### src/rtl/imem_loader_pkg.sv
// Shared types and constants for the instruction-memory byte-stream loader.
package imem_loader_pkg;

  typedef enum logic [2:0] {
    S_IDLE,
    S_LEN0,
    S_LEN1,
    S_DATA,
    S_WRITE,
    S_DONE,
    S_ERR
  } state_e;

  localparam int HDR_BYTES  = 2;
  localparam int WORD_BYTES = 4;

endpackage

### src/rtl/imem_loader.sv
// Streams a length-prefixed little-endian program into instruction memory while holding the core in reset.
// One write cycle per word, 3 + 5N cycles minimum; byte_ready drops during the write cycle and in IDLE/DONE/ERR.
module imem_loader
  import imem_loader_pkg::*;
#(
  parameter int DEPTH = 64
) (
  input  logic        clk,
  input  logic        reset_n,
  input  logic        start,
  input  logic        byte_valid,
  input  logic [7:0]  byte_data,
  output logic        byte_ready,
  output logic        we,
  output logic [31:0] wa,
  output logic [31:0] wd,
  output logic        cpu_hold,
  output logic        done,
  output logic        err
);

  localparam int IDX_W = $clog2(DEPTH + 1);
  localparam int NW    = 8 * HDR_BYTES;
  localparam int BC_W  = $clog2(WORD_BYTES);

  state_e            state_q, state_d;
  logic [NW-1:0]     n_q, n_d;
  logic [IDX_W-1:0]  idx_q, idx_d;
  logic [BC_W-1:0]   bcnt_q, bcnt_d;
  logic [31:0]       word_q, word_d;
  logic [31:0]       wa_q, wa_d;
  logic [31:0]       wd_q, wd_d;
  logic              fire;
  logic [NW-1:0]     n_full;

  assign byte_ready = (state_q == S_LEN0) || (state_q == S_LEN1) || (state_q == S_DATA);
  assign fire       = byte_valid && byte_ready;
  assign n_full     = {byte_data, n_q[7:0]};

  always_comb begin
    state_d = state_q;
    n_d     = n_q;
    idx_d   = idx_q;
    bcnt_d  = bcnt_q;
    word_d  = word_q;
    wa_d    = wa_q;
    wd_d    = wd_q;
    case (state_q)
      S_IDLE, S_DONE, S_ERR: begin
        if (start) begin
          state_d = S_LEN0;
          idx_d   = '0;
          bcnt_d  = '0;
        end
      end
      S_LEN0: begin
        if (fire) begin
          n_d[7:0] = byte_data;
          state_d  = S_LEN1;
        end
      end
      S_LEN1: begin
        if (fire) begin
          n_d = n_full;
          if (n_full == '0) begin
            state_d = S_DONE;
          end else if (n_full > NW'(DEPTH)) begin
            state_d = S_ERR;
          end else begin
            state_d = S_DATA;
          end
        end
      end
      S_DATA: begin
        if (fire) begin
          word_d[{bcnt_q, 3'b000} +: 8] = byte_data;
          bcnt_d = bcnt_q + 1'b1;
          // Capture the completed word so wa/wd are stable throughout the write cycle.
          if (bcnt_q == BC_W'(WORD_BYTES - 1)) begin
            state_d = S_WRITE;
            wa_d    = 32'(idx_q) << 2;
            wd_d    = word_d;
          end
        end
      end
      S_WRITE: begin
        if (NW'(idx_q) == n_q - 1'b1) begin
          state_d = S_DONE;
        end else begin
          idx_d   = idx_q + 1'b1;
          state_d = S_DATA;
        end
      end
      default: state_d = S_IDLE;
    endcase
  end

  always_ff @(posedge clk or negedge reset_n) begin
    if (!reset_n) begin
      state_q <= S_IDLE;
      n_q     <= '0;
      idx_q   <= '0;
      bcnt_q  <= '0;
      word_q  <= '0;
      wa_q    <= '0;
      wd_q    <= '0;
    end else begin
      state_q <= state_d;
      n_q     <= n_d;
      idx_q   <= idx_d;
      bcnt_q  <= bcnt_d;
      word_q  <= word_d;
      wa_q    <= wa_d;
      wd_q    <= wd_d;
    end
  end

  assign we       = (state_q == S_WRITE);
  assign wa       = wa_q;
  assign wd       = wd_q;
  assign done     = (state_q == S_DONE);
  assign err      = (state_q == S_ERR);
  assign cpu_hold = (state_q == S_LEN0) || (state_q == S_LEN1) || (state_q == S_DATA) ||
                    (state_q == S_WRITE) || (state_q == S_ERR);

endmodule
### config.mk
export PLATFORM = sky130hd
export DESIGN_NAME = imem_loader
export DESIGN_NICKNAME = d
export VERILOG_FILES = /design/src/rtl/imem_loader_pkg.sv /design/src/rtl/imem_loader.sv
export SDC_FILE = /design/constraint.sdc
export NUM_CORES = 1
export LEC_CHECK = 0
export BUFFER_PORTS_ARGS = -buffer_cell sky130_fd_sc_hd__buf_4
export CAP_MARGIN = 0
export CORE_UTILIZATION = 51
export DETAILED_ROUTE_END_ITERATION = 10
export PLACE_DENSITY = 0.82
export SYNTH_ARGS = -nofsm -noshare
export SYNTH_HDL_FRONTEND = slang
export SYNTH_SLANG_ARGS = --single-unit
### constraint.sdc
create_clock -name clk -period 2.4 [get_ports clk]
set_input_delay 0.12 -clock clk [delete_from_list [all_inputs] [get_ports clk]]
set_output_delay 0.12 -clock clk [all_outputs]
set_load 0.02 [all_outputs]
==> results of run 1 <==
==> kinds of logic after synthesis <==
logic type	Yosys count	synth area share [%]
and+or+nand+nor	157	16.9
AOI/OAI and AO/OA	132	17.4
DFF	99	50.0
buffers and inverters	62	6.64
muxes	25	5.55
adders and majority gates	8	2.02
xor gates and xnor gates	8	1.41
other	1	0.0756
==> report_power, final <==
part	switching, W	internal (W)	leakage [nW]
combinational	0.00158	0.00129	1.32
sequential	0.000490	0.00222	1.32
clock	0.000591	0.000795	0.126
total	0.00266	0.00430	2.77
==> layout make-up <==
class	instances	area (um2)
multi-input combinational	355	2310
inverter	10	37.5
clock buffer	9	124
timing repair buffer	80	628
clock inverter	6	136
sequential	99	2480
fill	786	3450
tap	129	161
==> per-stage QoR <==
stage / hold WS [ps] / instances / utilization, % / instance area, um2 / setup TNS [ps]
final: 84.7 / 688 / 63.0 / 5880 / 0
after global routing: 96.3 / 688 / 63.0 / 5880 / -88.8
after CTS: 74.5 / 683 / 61.9 / 5770 / 0
after detailed placement: 181 / 665 / 58.8 / 5480 / -83.0
after global placement: 177 / 665 / 58.8 / 5480 / 0
after floorplan: -176 / 516 / - / 5050 / 0
==> layout by cell type, fill, tap and decap left out, types with 5 or more instances in the layout <==
cell type	netlist	layout
dfrtp_1	99	95
buf_4	25	77
a21oi_1	66	66
nor2_1	45	45
nor2b_1	38	37
a22o_1	32	32
nand2_1	28	27
conb_1	1	25
mux2_2	20	20
inv_1	10	10
nor3_1	10	9
clkbuf_8	0	9
o21ai_0	8	8
nand3_1	8	7
ha_1	8	7
xnor2_1	5	5
mux2i_1	5	5
==> worst reg2reg max path: cells and delay by family, from the launching register on <==
kind            cells  cell delay [ps]
flops               1              460
simple gates        5             1250
buf+inv             1              170
compound gates      2              340
==> sequential cells by signal, indices dropped and copies added (netlist names) <==
name     cells
wa           7
idx_q        7
wd          32
state_q      3
n_q         16
bcnt_q       2
word_q      32
==> routing by layer <==
layer / part of all wire (%) / track usage, %
met2: 49 / 39.5
met3: 4.9 / 4.44
met5: 0 / 0
met1: 44 / 31.2
met4: 2.3 / 9.03
==> path summary, 6_finish.rpt <==
| path | endpoint | cells past startpoint | from |
|---|---|---|---|
| worst max-delay path | idx_q[6] | 8 | n_q[3] |
| worst min-delay path | n_q[2] | 3 | byte_data[2] |
| worst max register to register | idx_q[6] | 8 | n_q[3] |
| worst min register to register | word_q[19] | 1 | word_q[19] |
| max in group asynchronous | n_q[5] | 3 | reset_n |
| min in group asynchronous | wa[8] | 2 | reset_n |
==> repair_timing <==
action,4_1_cts,5_1_grt
endpoints found under the hold margin,49,0
setup endpoints to repair,4,15
cloned,0,0
resized for setup,1,15
hold buffers,1,0
buffers inserted,2,5
pin swaps,2,7
==> impl_metrics.tcl, run 1 <==
set metrics [dict create \
    status "complete, no violations" \
    avgRoutedWirePerCell_um 16.5 \
    die_x_um 101 \
    critPathBufInv 1 \
    core.rowCount 35 \
    ys_async_sr_fraction_pct 100 \
    syn_area_um2 4960 \
    die_height_um 101 \
    core_area_um2 9330 \
    tightestPinTransition_ps 636 \
    slew_violations 0 \
    period_needed_ps 2330 \
    synth_top_flop_cell "dfrtp_1" \
    clock_latency_ps 370 \
    synth_top_area_share_pct 50.0 \
    ant_nets 0 \
    ys_ff_latch 99 \
    io_pins 81 \
    crit_path_top_delay_cell "dfrtp_2" \
    grt-ovfl-total 0 \
    crit_path_end_kind "flip-flop" \
    pre_cts_slack_ps -72.2 \
    cp.arrival_ps 2590 \
    cts_tree "yes" \
    cts.path.max_buffers 2 \
    worstPathRequired_ps 2660 \
    dieArea_um2 10100 \
    firstDrtPassIters 4 \
    routed_via_density 5.65 \
    setup_slack_ps 72.1 \
    drive_above_1_share_pct 25.2 \
    max_stage_delay_ps 460 \
    grt_antenna_before_repair 0 \
    grt_usage_pct 23.8 \
    layout.nets 575 \
    synthTopCellsByArea "dfrtp_1 50%, a21oi_1 6.7%, a22o_1 5.7%" \
    synth.top_cells.by_count "99 x dfrtp_1, 66 x a21oi_1, 45 x nor2_1" \
    yosys_warnings 0 \
    grt_start_max_net_pins 51 \
    synth_cell_types 55 \
    root_buffer "clkbuf_8" \
    r2r_slack_ps 70 \
    syn_inst 492 \
    fmax_mhz 430 \
    synth_top_area_cell "dfrtp_1" \
    antenna_cells 0 \
    max_slew_margin_pct 57.6 \
    crit_chain "nor4_4 > nand3_2 > or4_4 > a211oi_4 > buf_4 > and4_4 > or3_1 > a21boi_2" \
    min-delay-path-class "in2reg" \
    cts-htree-levels 3 \
    period_share_pct 97.0 \
    setup_violations 0 \
    power_density_nw_per_um2 1180 \
    ir_worst_vdd_v 0.000695 \
    clk_pin_slew_ps 100 \
    grt_pass1_wl_mm 18.7 \
    path_max_fanout 5 \
    path_class "reg2reg" \
    yosysSeqAreaShare_pct 50.0 \
    yosysMostFrequentCell "dfrtp_1" \
    avgSynthCellArea_um2 10.1 \
    vias 3885 \
    gp_congestion 0.857 \
    drc 0 \
    fin_worst_skew_ps 13.7 \
    cts_made_buffers 9 \
    power.leakage_nw 2.77 \
    dr.first_iter.drc_count 269 \
    syn2layout_area_growth_pct 18.5 \
    dp_hpwl_mm 7.69 \
    start_util_pct 53.1 \
    finalPower_w 0.00696 \
    grt_setup_unrepaired "yes" \
    io_buffers 55 \
    grt_pass1_vias 3841 \
    finalHoldViolCount 0 \
    drt_wl_total_mm 11.4 \
    numClockSinks 99 \
    start_kind "flip-flop" \
    cp_top_family "simple AND/OR/NAND/NOR gates" \
    cap_violations 0 \
    synth-edff-count 0 \
]
No activity file was read; power rests on OpenSTA's default activity.
==> run 2, diff against run 1 <==
--- a/config.mk
+++ b/config.mk
@@ -7,6 +7,7 @@
 export LEC_CHECK = 0
 export BUFFER_PORTS_ARGS = -buffer_cell sky130_fd_sc_hd__buf_4
 export CAP_MARGIN = 0
+export CORE_ASPECT_RATIO = 1.5
 export CORE_UTILIZATION = 51
 export DETAILED_ROUTE_END_ITERATION = 10
 export PLACE_DENSITY = 0.82
==> run 2 against run 1 <==
  * Wire length is 2.3% higher
  * Via count is 0.77% higher
  * Critical path depth stayed put
==> impl_metrics.tcl, run 2 (synthesis gave the netlist of run 1 again) <==
set metrics [dict create \
    path_common_cell "buf_4" \
    gp_congestion 0.892 \
    fin_worst_skew_ps 6.67 \
    cts.path.max_buffers 2 \
    syn2layout_area_growth_pct 18.6 \
    p_comb_share_pct 41.4 \
    fmax_mhz 436 \
    numClockSinks 99 \
    cap_violations 0 \
    p_sw_share_pct 38.0 \
    path_max_fanout 4 \
    cts_made_buffers 9 \
    die_x_um 82.5 \
    worstPathRequired_ps 2670 \
    cp.arrival_ps 2570 \
    power_density_nw_per_um2 1200 \
    min-delay-path-class "in2reg" \
    drc 0 \
    grt_pass1_vias 4031 \
    antenna_cells 0 \
    die_height_um 123 \
    min_from "byte_data[2]" \
    start_util_pct 53.0 \
    hold_depth 3 \
    period_needed_ps 2290 \
    dieArea_um2 10100 \
    final_cell_mix "99 x dfrtp_1, 81 x buf_4, 66 x a21oi_1, 45 x nor2_1, 38 x nor2b_1" \
    root_buffer "clkbuf_16" \
    ant_nets 0 \
    setup_slack_ps 105 \
    grt_usage_pct 25.5 \
    reg2reg_from "n_q[5]" \
    grt_start_max_net_pins 65 \
    crit_chain "buf_4 > nor4_1 > buf_4 > nand4b_1 > o31a_1 > and4_4 > or3_1 > a21boi_2" \
    hold_end "n_q[2]" \
    io_buffers 55 \
    power.leakage_nw 2.80 \
    start_kind "flip-flop" \
    vias 3915 \
    core_area_um2 9360 \
    tightestPinTransition_ps 651 \
    grt_antenna_before_repair 0 \
    rr_endpoint "idx_q[6]" \
    avgRoutedWirePerCell_um 17.2 \
    io_pins 81 \
    drive_above_1_share_pct 24.0 \
    placed_area_um2 5510 \
    max_slew_margin_pct 56.5 \
    path_class "reg2reg" \
    setup_violations 0 \
    grt_pass1_wl_mm 19.2 \
    ir_worst_vdd_v 0.000706 \
    status "complete, no violations" \
    p_clk_share_pct 20.7 \
    fin_area_um2 5880 \
    routed_via_density 5.81 \
    finalHoldViolCount 0 \
    layout.nets 578 \
    period_share_pct 95.6 \
    r2r_slack_ps 110 \
    clock_latency_ps 340 \
    crit_path_end_kind "flip-flop" \
    clk_pin_slew_ps 60 \
    max_stage_delay_ps 410 \
    cts-htree-levels 3 \
    grt-ovfl-total 0 \
    final_common_cell "dfrtp_1" \
    slew_violations 0 \
    firstDrtPassIters 4 \
    p_seq_share_pct 37.9 \
    cts_tree "yes" \
    p_int_w 0.00438 \
    dp_hpwl_mm 8.18 \
    pre_cts_slack_ps -2.22 \
    dr.first_iter.drc_count 285 \
    switchingPower_w 0.00269 \
    drt_wl_total_mm 11.6 \
    crit_path_top_delay_cell "dfrtp_1" \
    core.rowCount 43 \
    reg2regPathDepth 8 \
]
[run 2: cell count changes in the layout (fill, tap and decap cells not counted), sizes merged]
cell / delta
bufinv: -3
inv: -1
clkinv: +2
buf: +3
clkbuf: +3
clkinvlp: -1
[run 2: critical path: cells and delay by family (launching register included)]
family,cells,cell delay [ps]
compound gates,2,480
simple gates,4,1000
buf+inv,2,330
flops,1,410
[run 2: worst max-delay path by stage]
| stage | startpoint | endpoint | slack [ps] | cells after the start |
|---|---|---|---|---|
| 2_1_floorplan | n_q[4] | idx_q[0] | 170 | 7 |
| 3_5_place_dp | n_q[4] | idx_q[0] | -2 | 7 |
| 6_report | n_q[5] | idx_q[6] | 110 | 8 |
| 4_1_cts | n_q[3] | idx_q[2] | 10 | 7 |
| 3_3_place_gp | n_q[4] | idx_q[0] | 90 | 7 |
| 5_1_grt | n_q[4] | idx_q[4] | -30 | 7 |
[run 2: stage by stage]
step	hold WS (ps)	setup TNS [ps]	total power [W]	util [%]	std cells
6_report	128	0	0.00706	62.8	674
3_3_place_gp	161	0	0.00542	58.9	656
2_1_floorplan	-176	0	0.00442	-	516
3_5_place_dp	173	-2.22	0.00554	58.9	656
5_1_grt	131	-88.2	0.00750	62.8	674
4_1_cts	115	0	0.00705	62.3	673
[run 2: cell type report]
type,instances,area (um2)
inverters,10,37.5
repair buffers,83,638
flip-flops and latches,99,2480
fillers,751,3480
multi-input cells,355,2280
clock buffers,12,256
well taps,112,140
clock inverters,3,47.5
[run 2: timing repair]
item                                    in CTS  in global routing
endpoints found under the hold margin       46                  0
resized for setup                            1                  7
endpoints found under the setup margin       2                  8
pin swaps                                    1                 10
hold buffers                                 1                  0
buffers inserted                             1                  1
[run 2: metal layers]
layer	GRT usage, %	up-vias	share of wire, %
li1	-	1822	-
met1	29.9	1902	38
met2	42.1	144	52
met3	6.25	47	5.7
met4	14.2	0	4.3
met5	0	-	0
[run 2: power groups by stage]
stage / sequential (W) / combinational, W / clock (W)
2_1_floorplan: 0.00292 / 0.00150 / 0
3_3_place_gp: 0.00266 / 0.00275 / 0
3_5_place_dp: 0.00269 / 0.00285 / 0
4_1_cts: 0.00267 / 0.00288 / 0.00150
5_1_grt: 0.00275 / 0.00319 / 0.00156
6_report: 0.00268 / 0.00292 / 0.00147
